### config.mk
export PLATFORM = sky130hd
export DESIGN_NAME = axi_rd_arbiter
export DESIGN_NICKNAME = d
export VERILOG_FILES = /design/src/rtl/axi_rd_arbiter.sv
export SDC_FILE = /design/constraint.sdc
export NUM_CORES = 1
export LEC_CHECK = 0
export BUFFER_PORTS_ARGS = -buffer_cell sky130_fd_sc_hd__buf_4
export CORE_MARGIN = 3
export CORE_UTILIZATION = 35
export CTS_CLUSTER_SIZE = 28
export DETAILED_ROUTE_END_ITERATION = 8
export GPL_TIMING_DRIVEN = 0
export PLACE_DENSITY = 0.68
export SLEW_MARGIN = 20
export SYNTH_ARGS = -nofsm -noshare
export SYNTH_HDL_FRONTEND = slang
export SYNTH_SLANG_ARGS = --single-unit
### constraint.sdc
create_clock -name clock -period 4 [get_ports clock]
set_input_delay 0.8 -clock clock [delete_from_list [all_inputs] [get_ports clock]]
set_output_delay 0.8 -clock clock [all_outputs]
set_load 0.1 [all_outputs]
### src/rtl/axi_rd_arbiter.sv
// ---------------------------------------------------------------------------
// axi_rd_arbiter
//   Round-robin arbiter sharing one axi_rd read helper between NUM_REQ
//   requesters. Each requester sees the helper's own enable/status handshake.
//
// Handshake (identical on both sides of the arbiter):
//   A requester raises enable and holds it. Its status reads 0 ready,
//   1 wait, 2 ok, 3 error. Once status reaches 2/3 the result (req_data)
//   is valid and held until the requester drops enable. Status then returns
//   to 0, and the requester may only request again after that. The arbiter
//   drives rd_enable toward the helper with exactly the same rules.
//
// Ports
//   clock, reset              rising-edge clock, async active-high reset
//   req_enable[i]             requester i enable
//   req_addr/len/size         per-requester request fields, slice i
//   req_status[2i+:2]         requester i status
//   req_data                  captured read data of the last completed owner
//   grant                     one-hot owner, 0 when no transaction is held
//   rd_enable/id/addr/len/size  registered request toward the helper
//   rd_status, rd_data        helper response
//   dbg_state                 current FSM state
// ---------------------------------------------------------------------------
module axi_rd_arbiter #(
  parameter int NUM_REQ              = 4,
  parameter int AXI_RD_ID_WIDTH      = 8,
  parameter int AXI_RD_ADDR_WIDTH    = 32,
  parameter int AXI_RD_BUS_WIDTH     = 32,
  parameter int AXI_RD_MAX_BURST_LEN = 1
) (
  input  logic                                             clock,
  input  logic                                             reset,
  input  logic [NUM_REQ-1:0]                               req_enable,
  input  logic [NUM_REQ*AXI_RD_ADDR_WIDTH-1:0]             req_addr,
  input  logic [NUM_REQ*4-1:0]                             req_burst_len,
  input  logic [NUM_REQ*3-1:0]                             req_burst_size,
  output logic [NUM_REQ*2-1:0]                             req_status,
  output logic [AXI_RD_MAX_BURST_LEN*AXI_RD_BUS_WIDTH-1:0] req_data,
  output logic [NUM_REQ-1:0]                               grant,
  output logic                                             rd_enable,
  output logic [AXI_RD_ID_WIDTH-1:0]                       rd_id,
  output logic [AXI_RD_ADDR_WIDTH-1:0]                     rd_addr,
  output logic [3:0]                                       rd_burst_len,
  output logic [2:0]                                       rd_burst_size,
  input  logic [1:0]                                       rd_status,
  input  logic [AXI_RD_MAX_BURST_LEN*AXI_RD_BUS_WIDTH-1:0] rd_data,
  output logic [2:0]                                       dbg_state
);

  localparam int IW = (NUM_REQ > 1) ? $clog2(NUM_REQ) : 1;

  typedef enum logic [2:0] {
    IDLE    = 3'd0,
    ISSUE   = 3'd1,
    WAIT    = 3'd2,
    DONE    = 3'd3,
    RELEASE = 3'd4
  } state_t;

  state_t          state, state_next;
  logic [IW-1:0]   ptr;
  logic [IW-1:0]   owner;
  logic [NUM_REQ-1:0] pending;
  logic            pick_valid;
  logic [IW-1:0]   pick_idx;
  logic            take_grant, done_hit, release_hit;

  // (base + k) mod NUM_REQ, for k in 0..NUM_REQ
  function automatic logic [IW-1:0] wrap_add(input logic [IW-1:0] base, input int k);
    int s;
    s = int'(base) + k;
    if (s >= NUM_REQ) s = s - NUM_REQ;
    return s[IW-1:0];
  endfunction

  // Queued requesters sit at status 1 and stay eligible; a requester whose
  // status is still 2/3 has not yet completed its release handshake.
  always_comb begin
    for (int i = 0; i < NUM_REQ; i++) begin
      pending[i] = req_enable[i] & ~req_status[2*i+1];
    end
  end

  // First pending requester at or after the priority pointer, wrapping.
  always_comb begin
    pick_valid = 1'b0;
    pick_idx   = '0;
    for (int k = 0; k < NUM_REQ; k++) begin
      if (!pick_valid && pending[wrap_add(ptr, k)]) begin
        pick_valid = 1'b1;
        pick_idx   = wrap_add(ptr, k);
      end
    end
  end

  assign take_grant  = (state == IDLE) && pick_valid;
  assign done_hit    = (state == WAIT) && rd_status[1];
  assign release_hit = (state == DONE) && !req_enable[owner] && (rd_status == 2'd0);
  assign dbg_state   = state;

  always_ff @(posedge clock or posedge reset) begin
    if (reset) state <= IDLE;
    else       state <= state_next;
  end

  always_comb begin
    state_next = state;
    case (state)
      IDLE:    if (pick_valid) state_next = ISSUE;
      ISSUE:   if (rd_status == 2'd1) state_next = WAIT;
      WAIT:    if (rd_status[1]) state_next = DONE;
      DONE:    if (!req_enable[owner] && (rd_status == 2'd0)) state_next = RELEASE;
      RELEASE: state_next = IDLE;
      default: state_next = IDLE;
    endcase
  end

  always_ff @(posedge clock or posedge reset) begin
    if (reset) begin
      grant         <= '0;
      owner         <= '0;
      ptr           <= '0;
      rd_enable     <= 1'b0;
      rd_id         <= '0;
      rd_addr       <= '0;
      rd_burst_len  <= '0;
      rd_burst_size <= '0;
      req_status    <= '0;
      req_data      <= '0;
    end else begin
      for (int i = 0; i < NUM_REQ; i++) begin
        if (grant[i]) begin
          // Owner holds "wait" even if it drops enable: the burst cannot be
          // aborted, so an abandoned result is dropped and status goes 1->0.
          if (done_hit)
            req_status[2*i +: 2] <= req_enable[i] ? rd_status : 2'd0;
          else if (release_hit)
            req_status[2*i +: 2] <= 2'd0;
        end else begin
          req_status[2*i +: 2] <= {1'b0, req_enable[i]};
        end
      end

      if (take_grant) begin
        grant         <= {{(NUM_REQ-1){1'b0}}, 1'b1} << pick_idx;
        owner         <= pick_idx;
        rd_id         <= AXI_RD_ID_WIDTH'(pick_idx);
        rd_addr       <= req_addr[pick_idx*AXI_RD_ADDR_WIDTH +: AXI_RD_ADDR_WIDTH];
        rd_burst_len  <= req_burst_len[pick_idx*4 +: 4];
        rd_burst_size <= req_burst_size[pick_idx*3 +: 3];
        rd_enable     <= 1'b1;
      end

      if (done_hit) begin
        rd_enable <= 1'b0;
        if (req_enable[owner]) req_data <= rd_data;
      end

      if (release_hit) grant <= '0;

      // Rotating here, one cycle after the grant drops, also guarantees the
      // helper has seen enable low before the next issue.
      if (state == RELEASE) ptr <= wrap_add(owner, 1);
    end
  end

endmodule
==> metrics.md <==
| Metric | Value |
|---|---|
| First-pass GRT wire length | 28600 um |
| I/O pin cnt | 291 |
| Slew of the pin with the lowest slew margin | 667 ps |
| Initial antenna violation count | 0 |
| Pleak | 3.80 nW |
| DRT Wirelength | 18800 um |
| Fin. max-slew vios | 0 |
| Post-CTS Resized | 0 |
| Prevailing post-synth register cell | dfrtp_1 |
| Post-route ant nets | 0 |
| CP Data Required Time | 4270 ps |
| H-tree depth | 3 |
| Post-place setup slack | 1010 ps |
| Critical Path AT | 2850 ps |
| Iteration-0 DRC Markers | 356 |
| Status | completed |
| CTS Root Buffer Type | clkbuf_16 |
| Core Footprint | 14600 sq um |
| PnR worst setup slack | 1420 ps |
| Post-route clock period utilization | 64.6% |
| RD Place Congestion | 0.874 |
| Post-synth EDFFs | 0 |
| PortBufs | 284 |
| Synth unique cells | 46 |
| Grt ovf | 0 |
| Clk slew on worst S/H paths | 70 ps |
| Synth Area per Inst | 9.68 sq um |
| Final setup viols | 0 |
| First drt pass iteration count | 6 |
| Total number of vias | 5443 |
| Via count of the first global-routing pass | 5315 |
| Area leader, netlist | dfrtp_1 |
| Post-DP HPWL | 14500 um |
| Slowest cell on crit path | clkbuf_1 |
| Mapped Cells | 541 |
| Cell with the most instances after synthesis | dfrtp_1 |
| Routed len/inst | 18.2 um |
| Inst Count DP | 1015 |
| Die Y | 128 um |
| Yosys warning count | 0 |
| Layout cell share with drive strength beyond 1 | 45.2% |
| Largest delay contributor family on the critical path | simple AND/OR/NAND/NOR gates |
| Worst-skew pair later-pin latency | 350 ps |
| Hold Path Class | input pin to asynchronous set/reset pin |
| Worst path max stage delay | 460 ps |
| Most common library cells after synthesis | 91 x dfrtp_1, 65 x o21ai_0, 59 x nand3_1 |
| Fill cells | 1379 |
| TNS Setup | 0 ps |
| Clock sink total | 91 |
| Num CTS Buffers | 9 |
| Asr flop ratio synth | 100% |
| Post-CTS setup buffer count | 0 |
| Worst rel slew slack | 55.4% |
| Mapped Area | 5240 sq um |
| Pin count of the biggest net entering global routing | 60 |
| Critical path class | input pin to register |
| Worst VDD drop | 0.463 mV |
| Crit-path cells | buf_4 > nor2b_1 > nor4b_2 > nor4_4 > buf_2 > clkbuf_1 > nand2_1 > o22ai_1 |
| Min Tclk post-route | 2580 ps |
| Register area share after synthesis | 43.5% |
| Die footprint | 16500 sq um |
| Clock Path Buffers | 2 |
| CP endpoint kind | register |
| RSZ-0062 raised after global routing | no |
| Synthesized flop and latch total | 91 |
| Total GRT Usage | 22.1% |
| Hold buffers post-CTS | 0 |
| Final net count | 1038 |
| Critical path buffers and inverters | 3 |
| Final hold viol count | 0 |
| PD cells | 1000 nW/um^2 |
| Rows | 44 |
| Startpoint types | input pin |
| Maxcap violations | 0 |
| Layout Cells excl Fill | 1031 |
| Initial Util | 35.9% |
| FMAX | 387 MHz |
| CTS tree | yes |
| Leading post-synthesis cells by cell area | dfrtp_1 43%, mux2_2 7.1%, o21ai_0 6.2% |
| Worst Skew | 5.65 ps |
| Top-area cell type share of the netlist area | 43.5% |
| Total chip power | 7.98 mW |
| Die X | 128 um |
| Via density | 5.28 |
| Remaining DRCs | 0 |
| Crit Path Max Fanout | 10 |
| Diodes inserted | 0 |
| Area grow syn2layout | 51.8% |
-- worst reg2reg max path: stages, from the launching register on --
cell	delay (ps)
dfrtp_1	450
nand2b_1	240
nor4b_2	230
nor4_4	440
buf_2	330
clkbuf_1	460
nand2_1	110
o22ai_1	180
-- through the flow --
stage | util [%] | hold slack, ps | cell area (sq um)
floorplan | - | 587 | 5250
global placement | 52.2 | 475 | 7620
detailed placement | 52.4 | 479 | 7650
CTS | 54.5 | 442 | 7950
global route | 54.5 | 442 | 7950
finish | 54.5 | 432 | 7950
-- layout by cell type (no fill, tap or decap), types with 3 or more instances in the layout --
master and n:
clkbuf_1 20, dfrtp_1 91, nand3_1 59, nand2b_1 4
mux2_2 33, conb_1 6, nor2b_1 4, buf_6 4
nor2_1 14, clkbuf_16 9, nand2_1 30, o32a_1 28
a211oi_1 28, a32o_1 3, a21oi_1 32, buf_2 23
inv_1 30, mux2i_1 24, o21ai_0 65, o221ai_1 11
buf_4 290
-- state kept, by name (all words and copies together) (netlist names) --
| signal | flops |
|---|---|
| dbg_state | 3 |
| owner | 2 |
| rd_burst_size | 3 |
| req_status | 8 |
| ptr | 2 |
| grant | 4 |
| rd_addr | 32 |
| rd_enable | 1 |
| rd_burst_len | 4 |
| req_data | 32 |
-- worst paths after layout --
check,start,end,slack (ps),cells past startpoint
worst max register to register,req_status[1],grant[2],1490,7
min in group clock,rd_addr[11],rd_addr[11],500,2
max in group asynchronous,reset,req_status[4],2960,3
worst min register to register,rd_addr[11],rd_addr[11],500,2
worst min-delay path,reset,rd_addr[18],430,2
worst max-delay path,req_enable[1],grant[2],1420,8
-- metal layers --
metal,vias up,share of wire [%],track usage (%),wire (um)
li1,2604,-,-,-
met1,2560,41,29.0,7660
met2,250,48,35.9,9050
met3,29,8.4,4.50,1580
met4,0,2.6,8.49,483
met5,-,0,0,0
-- power by group --
group | leakage [nW] | switching (mW) | internal (mW)
Combinational | 2.56 | 4.15 | 1.32
Clock | 0.145 | 0.392 | 0.492
Sequential | 1.10 | 0.281 | 1.34
Total | 3.80 | 4.82 | 3.16
-- logic make-up after synthesis --
group	share of synthesized area, %
and+or+nand+nor	13.0
other	0.0716
buffers and inverters	7.60
DFF	43.5
xor gates and xnor gates	0.167
muxes	12.1
AOI/OAI and AO/OA	23.5
-- layout make-up --
type	instances	area [sq um]	share of cell area, %
multi-input cells	371	2580	32.4
repair buffers	285	2160	27.2
flip-flops and latches	91	2280	28.6
inverters	31	121	1.53
well taps	184	230	2.90
plain buffers	53	282	3.54
clock inverters	6	71.3	0.897
clock buffers	10	229	2.88
No activity file was read; power rests on OpenSTA's default activity.
